===== src/rtl/bit_serializer_if.sv =====
// bit_serializer_if: word-input handshake plus serial output towards the detector.
// The master side drives words; the slave side is the serializer.
interface bit_serializer_if #(
  parameter int WIDTH = 8
);
  logic [WIDTH-1:0] din;
  logic             din_valid;
  logic             din_ready;
  logic             ser_out;
  logic             ser_valid;
  logic             busy;

  modport master (
    output din, din_valid,
    input  din_ready, ser_out, ser_valid, busy
  );

  modport slave (
    input  din, din_valid,
    output din_ready, ser_out, ser_valid, busy
  );
endinterface


===== src/rtl/bit_serializer.sv =====
// bit_serializer: FIFO-buffered parallel-to-serial front end, LSB first, no idle gap between queued words.
// Defining SER_PARITY_EN appends an even-parity bit after each word.
module bit_serializer #(
  parameter int   WIDTH      = 8,
  parameter int   FIFO_DEPTH = 4,
  parameter logic IDLE_BIT   = 1'b1
) (
  input  logic             clk,
  input  logic             reset,
  bit_serializer_if.slave  bus
);
  // state   | meaning
  // S_IDLE  | shifter empty; ser_out = IDLE_BIT, ser_valid = 0
  // S_SHIFT | word loaded; ser_out carries bit r_bit_cnt of the word

`ifdef SER_PARITY_EN
  localparam int NBITS = WIDTH + 1;
`else
  localparam int NBITS = WIDTH;
`endif
  localparam int AW = $clog2(FIFO_DEPTH);
  localparam int CW = $clog2(NBITS);

  typedef enum logic {S_IDLE, S_SHIFT} state_t;

  state_t           r_state;
  logic [WIDTH-1:0] r_mem [FIFO_DEPTH];
  logic [AW-1:0]    r_wr_ptr;
  logic [AW-1:0]    r_rd_ptr;
  logic [AW:0]      r_count;
  logic [WIDTH-1:0] r_shift;
  logic [CW-1:0]    r_bit_cnt;
  logic             r_ser_out;
  logic             r_ser_valid;
`ifdef SER_PARITY_EN
  logic             r_parity;
`endif

  logic             w_full;
  logic             w_empty;
  logic             w_push;
  logic             w_pop;
  logic             w_last;
  logic [WIDTH-1:0] w_head;

  assign w_full  = (r_count == (AW+1)'(FIFO_DEPTH));
  assign w_empty = (r_count == '0);
  assign w_head  = r_mem[r_rd_ptr];
  assign w_last  = (r_bit_cnt == CW'(NBITS - 1));
  assign w_push  = bus.din_valid && bus.din_ready;
  // A new word is taken either from idle or on the edge after the last bit, giving gapless output.
  assign w_pop   = !w_empty && ((r_state == S_IDLE) || w_last);

  assign bus.din_ready = !w_full && !reset;
  assign bus.ser_out   = r_ser_out;
  assign bus.ser_valid = r_ser_valid;
  assign bus.busy      = !w_empty || (r_state == S_SHIFT);

  always_ff @(posedge clk) begin
    if (reset) begin
      r_wr_ptr <= '0;
      r_rd_ptr <= '0;
      r_count  <= '0;
    end else begin
      if (w_push) r_wr_ptr <= r_wr_ptr + AW'(1);
      if (w_pop)  r_rd_ptr <= r_rd_ptr + AW'(1);
      case ({w_push, w_pop})
        2'b10:   r_count <= r_count + (AW+1)'(1);
        2'b01:   r_count <= r_count - (AW+1)'(1);
        default: r_count <= r_count;
      endcase
    end
  end

  // Storage is not reset; only pointers and count define what is valid.
  always_ff @(posedge clk) begin
    if (w_push) r_mem[r_wr_ptr] <= bus.din;
  end

  always_ff @(posedge clk) begin
    if (reset) begin
      r_state     <= S_IDLE;
      r_shift     <= '0;
      r_bit_cnt   <= '0;
      r_ser_out   <= IDLE_BIT;
      r_ser_valid <= 1'b0;
`ifdef SER_PARITY_EN
      r_parity    <= 1'b0;
`endif
    end else if (w_pop) begin
      r_state     <= S_SHIFT;
      r_shift     <= w_head >> 1;
      r_bit_cnt   <= '0;
      r_ser_out   <= w_head[0];
      r_ser_valid <= 1'b1;
`ifdef SER_PARITY_EN
      r_parity    <= ^w_head;
`endif
    end else if (r_state == S_SHIFT) begin
      if (w_last) begin
        r_state     <= S_IDLE;
        r_bit_cnt   <= '0;
        r_ser_out   <= IDLE_BIT;
        r_ser_valid <= 1'b0;
      end else begin
        r_bit_cnt <= r_bit_cnt + CW'(1);
        r_shift   <= r_shift >> 1;
`ifdef SER_PARITY_EN
        r_ser_out <= (r_bit_cnt == CW'(WIDTH - 1)) ? r_parity : r_shift[0];
`else
        r_ser_out <= r_shift[0];
`endif
      end
    end
  end
endmodule


===== src/flat_wrapper.sv =====
// flat-port wrapper written by rule: the top's interface ports become plain ports
module bit_serializer_flat 
#(
  parameter int   WIDTH      = 8,
  parameter int   FIFO_DEPTH = 4,
  parameter logic IDLE_BIT   = 1'b1
)
  (clk, reset, bus_din, bus_din_valid, bus_din_ready, bus_ser_out, bus_ser_valid, bus_busy);
  bit_serializer_if #(.WIDTH(WIDTH)) bus_i ();
  input  logic clk;
  input  logic reset;
  input wire logic [$bits(bus_i.din)-1:0] bus_din;
  input wire logic [$bits(bus_i.din_valid)-1:0] bus_din_valid;
  output wire logic [$bits(bus_i.din_ready)-1:0] bus_din_ready;
  output wire logic [$bits(bus_i.ser_out)-1:0] bus_ser_out;
  output wire logic [$bits(bus_i.ser_valid)-1:0] bus_ser_valid;
  output wire logic [$bits(bus_i.busy)-1:0] bus_busy;
  assign bus_i.din = bus_din;
  assign bus_i.din_valid = bus_din_valid;
  assign bus_din_ready = bus_i.din_ready;
  assign bus_ser_out = bus_i.ser_out;
  assign bus_ser_valid = bus_i.ser_valid;
  assign bus_busy = bus_i.busy;
  bit_serializer #(.WIDTH(WIDTH), .FIFO_DEPTH(FIFO_DEPTH), .IDLE_BIT(IDLE_BIT)) u_core (.clk(clk), .reset(reset), .bus(bus_i));
endmodule

===== config.mk =====
export PLATFORM = sky130hd
export DESIGN_NAME = bit_serializer_flat
export DESIGN_NICKNAME = d
export VERILOG_FILES = /design/src/rtl/bit_serializer_if.sv /design/src/rtl/bit_serializer.sv /design/src/flat_wrapper.sv
export SDC_FILE = /design/constraint.sdc
export NUM_CORES = 1
export LEC_CHECK = 0
export ABC_AREA = 1
export CAP_MARGIN = 20
export CORE_MARGIN = 4
export CORE_UTILIZATION = 51
export DETAILED_ROUTE_END_ITERATION = 10
export PLACE_DENSITY = 0.72
export SETUP_SLACK_MARGIN = 0.5
export SYNTH_ARGS = -nofsm -noshare
export SYNTH_HDL_FRONTEND = slang
export SYNTH_SLANG_ARGS = --single-unit

===== constraint.sdc =====
create_clock -name clk -period 2 [get_ports clk]
set_input_delay 0.2 -clock clk [delete_from_list [all_inputs] [get_ports clk]]
set_output_delay 0.2 -clock clk [all_outputs]
set_load 0.01 [all_outputs]

==> impl_metrics.json, run 1 <==
{
  "status": "completed",
  "synth.distinct_cells": 27,
  "die_area_mm2": 0.00581,
  "dp_cells": 304,
  "drive_gt1_frac": 0.218,
  "pin_count": 15,
  "vias": 1610,
  "netlist_area_mm2": 0.00237,
  "synth_nets": 254,
  "final-seq-area_mm2": 0.00141,
  "grt.met3_usage": 0.0426,
  "cts_hold_buf": 0,
  "grt_pass1_vias": 1518,
  "p_leak_uw": 0.00111,
  "clk_pin_slew_ns": 0.09,
  "max_freq_mhz": 565,
  "synth.area.top_cells": "edfxtp_1, dfxtp_1, nand2_1",
  "yosys.area.top_type": "edfxtp_1",
  "drv_cap": 0,
  "use_met1": 0.188,
  "h-tree-depth": 2,
  "cts_tree": "done",
  "cts_buffer_depth": 2,
  "antenna_found_initial": 0,
  "synth_top_cell_area_share": 0.405,
  "fillers": 374,
  "ys_seq_elements": 54,
  "grt.busiest_layer": "met2",
  "grt_use_met2": 0.245,
  "io_buffers": 14,
  "setup_tns_ns": 0,
  "cp_common_cell": "ha_4",
  "fin_crit_ns": 1.77,
  "critical_path_arrival_ns": 2.00,
  "grt-ovfl-total": 0,
  "clk-insertion-delay-late_ns": 0.30,
  "core-area_mm2": 0.00444,
  "root_buffer": "clkbuf_8",
  "path_max_fanout": 3,
  "drt-pass1-iter-count": 4,
  "dpl_worst_slack_ns": 0.206,
  "ant_nets": 0,
  "antenna_cells": 0,
  "hold_viol_final": 0,
  "startpoint_type": "flop",
  "crit_chain": "ha_4 -> ha_4 -> nor2_4 -> a21oi_4 -> ha_4 -> fa_2 -> nor2_2 -> nor2_1 -> nand2_1 -> o21ai_1 -> a21oi_1",
  "final_nets": 284,
  "final_max_slew_viol_count": 0,
  "worst_slew_pin_slew_ns": 0.413,
  "initialDrtViolationCount": 117,
  "fin_skew_ns": 0.00727,
  "grt_first_pass_wirelength_um": 6840,
  "powerDensity_mw_per_mm2": 1320,
  "start_util": 0.534,
  "avgSynthCellArea_um2": 10.1,
  "setup-violations-final": 0,
  "slew_headroom": 0.724,
  "die_width_um": 76.2,
  "num_rows": 24,
  "gp_congestion": 0.737,
  "multi_input_area_um2": 847,
  "routed_wl_um": 4180,
  "dpl.hpwl_um": 2890,
  "hold_class": "reg2reg",
  "drc_errors": 0,
  "cp_slowest_cell": "dfxtp_2",
  "crit_required_ns": 2.23,
  "track_usage": 0.147,
  "ys_seq_area_frac": 0.590,
  "slowest_delay_ns": 0.35,
  "vdd_ir_drop_max_mv": 0.699,
  "final-instance-count-excl-fill": 318,
  "synthCells": 235,
  "numClockSinks": 54,
  "fin_ws_ns": 0.230,
  "area_growth_pct": 18.2,
  "wire_per_inst_um": 13.2,
  "end_kind": "flop",
  "period_share": 0.885,
  "synth_warnings": 0,
  "numCtsBuffers": 5,
  "fp.dieH_um": 76.2,
  "rsz0062_at_grt": "yes",
  "total_power_uw": 3720,
  "grt_max_degree": 17,
  "viasPerCell": 5.06,
  "critPathKind": "reg2reg",
  "fin_util": 0.631
}
==> final cells by class <==
type,instances,area share
Clock inverter,3,0.0143
Sequential cell,54,0.502
Tap cell,52,0.0232
Multi-Input combinational cell,140,0.302
Timing Repair Buffer,28,0.0865
Clock buffer,5,0.0245
Inverter,36,0.0481
==> cells in the mapped netlist <==
cell type	instances
nor2_2	1
buf_2	2
fa_1	1
nor2_4	1
nor2_1	25
buf_4	3
o21ai_1	3
o22ai_1	1
o21ai_2	1
nand3_1	14
o21bai_1	3
nand2_2	3
buf_6	1
nand3_2	3
dfxtp_1	22
nand2_1	35
a21oi_1	18
nand2_4	2
a21oi_4	1
ha_1	7
xor2_1	2
o21ai_0	11
edfxtp_1	32
inv_1	30
a21oi_2	6
inv_2	6
nand3_4	1
==> worst paths after layout <==
kind                            start                  end  slack (ns)  cells after the start
setup / recovery  u_core.r_bit_cnt[0]    u_core.r_count[2]        0.23                     11
hold / removal    u_core.r_bit_cnt[1]  u_core.r_bit_cnt[1]        0.50                      2
setup reg to reg  u_core.r_bit_cnt[0]    u_core.r_count[2]        0.23                     11
hold reg to reg   u_core.r_bit_cnt[1]  u_core.r_bit_cnt[1]        0.50                      2
==> critical path: cells and delay by family (launching register included) <==
family	cells	cell delay (ns)
adders and majority gates	4	0.83
DFF	1	0.35
AOI/OAI and AO/OA	3	0.23
and+or+nand+nor	4	0.28
==> flip-flops by register name, indices dropped and copies added (netlist names), named ones only <==
signal	count
u_core.bus.ser_valid	1
u_core.bus.ser_out	1
u_core.r_wr_ptr	2
u_core.r_shift	7
u_core.r_mem	32
u_core.r_state	1
u_core.r_rd_ptr	2
u_core.r_bit_cnt	3
u_core.r_count	3
==> power breakdown <==
group	switching [uW]	leakage [uW]	internal [uW]	total, uW
Sequential	174	0.000474	1380	1550
Combinational	846	0.000584	621	1470
Clock	333	0.0000502	366	699
==> through the flow <==
stage,instance area (um^2),hold WS [ns]
2_1_floorplan,2420,0.299
3_3_place_gp,2650,0.473
3_5_place_dp,2650,0.485
4_1_cts,2780,0.498
5_1_grt,2810,0.508
6_report,2810,0.499
==> what timing repair did <==
item	CTS	global route
pin swaps	2	2
resized for setup	5	1
cloned	0	1
buffers inserted	2	3
setup endpoints to repair	4	12
==> routing by layer <==
metal,up-vias,share of wire
li1,829,-
met3,6,0.041
met1,748,0.46
met5,-,0
met2,27,0.49
met4,0,0.011
==> layout by cell type (no fill, tap or decap) <==
cell type	instances
a21oi_1	18
a21oi_2	6
a21oi_4	1
buf_4	14
bufinv_16	1
clkbuf_8	5
clkdlybuf4s50_1	12
clkinvlp_2	2
dfxtp_1	17
dfxtp_2	5
dlygate4sd2_1	2
edfxtp_1	32
fa_2	1
ha_1	4
ha_4	3
inv_1	30
inv_2	6
nand2_1	35
nand2_2	4
nand2_4	2
nand3_1	14
nand3_2	3
nand3_4	1
nor2_1	24
nor2_2	1
nor2_4	2
o21ai_0	9
o21ai_1	5
o21ai_2	1
o21bai_1	3
o22ai_1	1
xor2_1	2
==> kinds of logic (layout without fill, tap and decap cells) <==
kind of cell    after synthesis  after routing  synth area share
compound gates               44             44             0.112
simple gates                 85             86             0.169
fa+ha+maj                     8              8            0.0453
flops                        54             54             0.590
buf+inv                      42             72            0.0754
xor+xnor                      2              2           0.00738
Power figures use the tool's default switching activity.
==> run 2: changes to the inputs <==
--- a/config.mk
+++ b/config.mk
@@ -9,8 +9,10 @@
 export CAP_MARGIN = 20
 export CORE_MARGIN = 4
 export CORE_UTILIZATION = 51
+export CTS_CLUSTER_SIZE = 40
 export DETAILED_ROUTE_END_ITERATION = 10
 export PLACE_DENSITY = 0.72
+export RECOVER_POWER = 25
 export SETUP_SLACK_MARGIN = 0.5
 export SYNTH_ARGS = -nofsm -noshare
 export SYNTH_HDL_FRONTEND = slang
==> run 2 against run 1 <==
Compared with the run above: clock power barely moved; sequential share of layout area is the same; clock skew unchanged; utilization did not move; worst hold slack did not move; maximum frequency stayed put; final cell count stayed put; non-clock buffer count unchanged; wire length about the same; combinational power is essentially flat; global-route usage unchanged; flip-flop and latch count did not move.
==> impl_metrics.json, run 2 (synthesis results as in run 1) <==
{
  "grt_pass1_vias": 1518,
  "root_buffer": "clkbuf_8",
  "setup_tns_ns": 0,
  "final_max_slew_viol_count": 0,
  "vdd_ir_drop_max_mv": 0.699,
  "gp_congestion": 0.737,
  "numCtsBuffers": 5,
  "viasPerCell": 5.06,
  "num_rows": 24,
  "clk_pin_slew_ns": 0.09,
  "layout_common_cells": "nand2_1, edfxtp_1, inv_1, nor2_1, a21oi_1",
  "drive_gt1_frac": 0.218,
  "initialDrtViolationCount": 117,
  "grt_max_degree": 17,
  "pin_count": 15,
  "critPathKind": "reg2reg",
  "core-area_mm2": 0.00444,
  "wire_per_inst_um": 13.1,
  "drc_errors": 0,
  "fp.dieH_um": 76.2,
  "path_max_fanout": 3,
  "rsz0062_at_grt": "yes",
  "status": "completed",
  "dpl_worst_slack_ns": 0.206,
  "slew_headroom": 0.724,
  "fin_ws_ns": 0.230,
  "cts_tree": "done",
  "final_nets": 284,
  "setup-violations-final": 0,
  "critical_path_arrival_ns": 2.00,
  "drv_cap": 0,
  "fin_crit_ns": 1.77,
  "io_buffers": 14,
  "grt-ovfl-total": 0,
  "regMostFlops": "u_core.r_mem",
  "crit_required_ns": 2.23,
  "p_leak_uw": 0.00111,
  "start_util": 0.534,
  "die_area_mm2": 0.00581,
  "grt_first_pass_wirelength_um": 6840,
  "die_width_um": 76.2,
  "area_growth_pct": 18.2,
  "cts_buffer_depth": 2,
  "antenna_cells": 0,
  "dpl.hpwl_um": 2890,
  "clk-insertion-delay-late_ns": 0.30,
  "drt-pass1-iter-count": 4,
  "fin_skew_ns": 0.00727,
  "routed_wl_um": 4180,
  "hold_viol_final": 0,
  "period_share": 0.885,
  "track_usage": 0.147,
  "max_freq_mhz": 565,
  "rr_startpoint": "u_core.r_bit_cnt[0]",
  "h-tree-depth": 2,
  "ant_nets": 0,
  "powerDensity_mw_per_mm2": 1320,
  "worst_slew_pin_slew_ns": 0.413,
  "end_kind": "flop",
  "layout_commonest_cell": "nand2_1",
  "numClockSinks": 54,
  "startpoint_type": "flop",
  "hp-start": "u_core.r_bit_cnt[1]",
  "hold_class": "reg2reg",
  "crit_start": "u_core.r_bit_cnt[0]",
  "vias": 1610,
  "antenna_found_initial": 0,
  "reg_top3": "u_core.r_mem (32), u_core.r_shift (7)",
  "largest_reg_flops": 32
}
-- run 2: worst max-delay path: stages (launching register included) --
cell     delay, ns
dfxtp_2       0.35
ha_4          0.16
ha_4          0.16
nor2_4        0.09
a21oi_4       0.05
ha_4          0.17
fa_2          0.34
nor2_2        0.08
nor2_1        0.04
nand2_1       0.07
o21ai_1       0.06
a21oi_1       0.12
-- run 2: area by class of cell --
cell class	instances	area, um^2
well taps	52	65.1
inverters	36	135
flip-flops and latches	54	1410
fillers	374	1640
clock inverters	3	40.0
clock buffers	5	68.8
repair buffers	28	243
multi-input cells	140	847
-- run 2: power breakdown --
part | leakage (uW) | internal [uW] | switching, uW
Clock | 0.0000502 | 366 | 333
Sequential | 0.000474 | 1380 | 174
Combinational | 0.000586 | 618 | 846
-- run 2: what timing repair did --
action / 4_1_cts / 5_1_grt
pin swaps: 2 / 2
resized for setup: 5 / 1
endpoints found under the setup margin: 4 / 12
buffers inserted: 2 / 3
hold buffers: 0 / 0
cloned: 0 / 1
-- run 2: worst paths after layout --
| check | slack (ns) | to | cells past startpoint |
|---|---|---|---|
| max | 0.23 | u_core.r_count[2] | 11 |
| min | 0.50 | u_core.r_bit_cnt[1] | 2 |
| max reg2reg | 0.23 | u_core.r_count[2] | 11 |
| min reg2reg | 0.50 | u_core.r_bit_cnt[1] | 2 |
-- run 2: through the flow --
step | instance area, um^2 | utilization | instances | hold slack, ns | power [uW]
5_1_grt | 2810 | 0.631 | 318 | 0.508 | 3990
2_1_floorplan | 2420 | - | 235 | 0.299 | 2570
4_1_cts | 2780 | 0.624 | 314 | 0.498 | 3660
3_3_place_gp | 2650 | 0.596 | 304 | 0.473 | 2910
3_5_place_dp | 2650 | 0.596 | 304 | 0.485 | 2950
6_report | 2810 | 0.631 | 318 | 0.499 | 3720
-- run 2: routing by layer --
layer,track usage,part of all wire
met4,0.0380,0.011
met1,0.188,0.46
met3,0.0426,0.041
met2,0.245,0.49
met5,0,0
==> run 3: changes to the inputs <==
--- a/config.mk
+++ b/config.mk
@@ -11,7 +11,7 @@
 export CORE_UTILIZATION = 51
 export CTS_CLUSTER_SIZE = 40
 export DETAILED_ROUTE_END_ITERATION = 10
-export PLACE_DENSITY = 0.72
+export PLACE_DENSITY_LB_ADDON = 0.25
 export RECOVER_POWER = 25
 export SETUP_SLACK_MARGIN = 0.5
 export SYNTH_ARGS = -nofsm -noshare
==> run 3 against run 2 <==
Compared with the run above: global-route usage is 0.46 points higher; clock-buffer cell count stayed put; setup slack better by 0.024 ns; critical path type unchanged; largest cell class unchanged; largest power group unchanged.
==> impl_metrics.json, run 3 (synthesis results as in run 1) <==
{
  "status": "completed",
  "regMostFlops": "u_core.r_mem",
  "cts_tree": "done",
  "final_nets": 283,
  "dp_cells": 304,
  "antenna_cells": 0,
  "drive_gt1_frac": 0.223,
  "root_buffer": "clkbuf_8",
  "fin_skew_ns": 0.00706,
  "start_util": 0.534,
  "setup-violations-final": 0,
  "rsz0062_at_grt": "yes",
  "drv_cap": 0,
  "fp.dieH_um": 76.2,
  "dpl.hpwl_um": 2820,
  "clk_pin_slew_ns": 0.09,
  "clk-insertion-delay-late_ns": 0.31,
  "gp_congestion": 0.754,
  "reg2reg_to": "u_core.r_count[2]",
  "num_rows": 24,
  "wl_met3_um": 158,
  "io_buffers": 14,
  "crit_required_ns": 2.24,
  "worst_slew_pin_slew_ns": 0.402,
  "fin_crit_ns": 1.75,
  "crit_start": "u_core.r_bit_cnt[0]",
  "core-area_mm2": 0.00444,
  "hold_class": "reg2reg",
  "vdd_ir_drop_max_mv": 0.847,
  "max_freq_mhz": 573,
  "rr_startpoint": "u_core.r_bit_cnt[0]",
  "area_growth_pct": 18.6,
  "final-instance-count-excl-fill": 317,
  "grt_pass1_vias": 1490,
  "viasPerCell": 5.03,
  "reg_top3": "u_core.r_mem (32), u_core.r_shift (7)",
  "crit_chain": "ha_4 -> ha_4 -> nor2_4 -> a21oi_4 -> ha_4 -> fa_2 -> nor2_2 -> nor2_1 -> nand2_1 -> o21ai_1 -> a21oi_1",
  "r2r_cells": 11,
  "critical_path_arrival_ns": 1.99,
  "drc_errors": 0,
  "cp_num_cells": 11,
  "slowest_delay_ns": 0.35,
  "pin_count": 15,
  "layout_common_cells": "nand2_1, edfxtp_1, inv_1, nor2_1, a21oi_1",
  "period_share": 0.873,
  "vias": 1595,
  "grt_max_degree": 19,
  "hold_viol_final": 0,
  "slew_headroom": 0.732,
  "numClockSinks": 54,
  "numCtsBuffers": 5,
  "critPathKind": "reg2reg",
  "grt-ovfl-total": 0,
  "cp_slowest_cell": "dfxtp_2",
  "setup_tns_ns": 0,
  "highest_layer": "met4",
  "initialDrtViolationCount": 62,
  "crit_path_end": "u_core.r_count[2]",
  "cts_buffer_depth": 2,
  "p_leak_uw": 0.00112,
  "track_usage": 0.152,
  "ant_nets": 0,
  "startpoint_type": "flop",
  "h-tree-depth": 2,
  "antenna_found_initial": 0,
  "powerDensity_mw_per_mm2": 1330,
  "path_max_fanout": 3,
  "die_area_mm2": 0.00581,
  "end_kind": "flop",
  "cp_common_cell": "ha_4",
  "fillers": 351,
  "wire_per_inst_um": 12.8,
  "drt-met1-wl_um": 1880,
  "drt-pass1-iter-count": 4,
  "path_delay_family": "adder cells",
  "dr_wl_met2_um": 1970,
  "path_buf_inv": 0,
  "rrSetupSlack_ns": 0.25,
  "final_max_slew_viol_count": 0,
  "routed_wl_um": 4060,
  "grt_first_pass_wirelength_um": 6910,
  "layout_commonest_cell": "nand2_1",
  "die_width_um": 76.2,
  "largest_reg_flops": 32
}
[run 3: worst min path at each step]
stage,startpoint,end,cells past startpoint
after CTS,u_core.r_count[1],u_core.r_count[1],2
after detailed placement,u_core.r_shift[6],u_core.r_shift[6],2
final,u_core.r_count[1],u_core.r_count[1],2
after global routing,u_core.r_bit_cnt[1],u_core.r_bit_cnt[1],2
after floorplan,bus_din[0],u_core.r_mem[0][0],0
after global placement,u_core.r_shift[6],u_core.r_shift[6],2
[run 3: metrics by stage]
stage                     hold slack [ns]  total power [uW]  worst slack, ns  cell area (um^2)  utilization
after floorplan                     0.299              2570            0.272              2420            -
after global placement              0.476              2910            0.258              2650        0.596
after detailed placement            0.486              2940            0.199              2650        0.596
after CTS                           0.498              3700            0.246              2780        0.626
after global routing                0.515              4030            0.118              2820        0.633
final                               0.493              3740            0.254              2820        0.633
[run 3: final cells by class]
type / instances / area [um^2] / share of cell area
sequential: 54 / 1410 / 0.501
inverter: 36 / 135 / 0.0480
timing repair buffer: 28 / 239 / 0.0849
multi-input combinational: 139 / 848 / 0.301
clock inverter: 3 / 47.5 / 0.0169
tap: 52 / 65.1 / 0.0231
clock buffer: 5 / 68.8 / 0.0244
[run 3: layer usage]
metal	global-route usage	vias up
li1	-	826
met1	0.190	738
met2	0.251	25
met3	0.0449	6
met4	0.0489	0
met5	0	-
[run 3: worst min-delay path, stage by stage, from the launching register on]
cell,delay (ns)
dfxtp_2,0.36
inv_1,0.05
a21oi_1,0.05
[run 3: what timing repair did]
action | 4_1_cts | 5_1_grt
pin swaps | 2 | 1
hold buffers | 0 | 0
setup buffers | 2 | 3
gates resized for setup | 5 | 6
endpoints found under the setup margin | 4 | 8
[run 3: power by group]
| part | total (uW) | internal, uW | switching (uW) | leakage, uW |
|---|---|---|---|---|
| Sequential | 1550 | 1380 | 172 | 0.000474 |
| Combinational | 1450 | 609 | 838 | 0.000582 |
| Clock | 736 | 379 | 356 | 0.0000587 |
| Total | 3740 | 2370 | 1370 | 0.00112 |
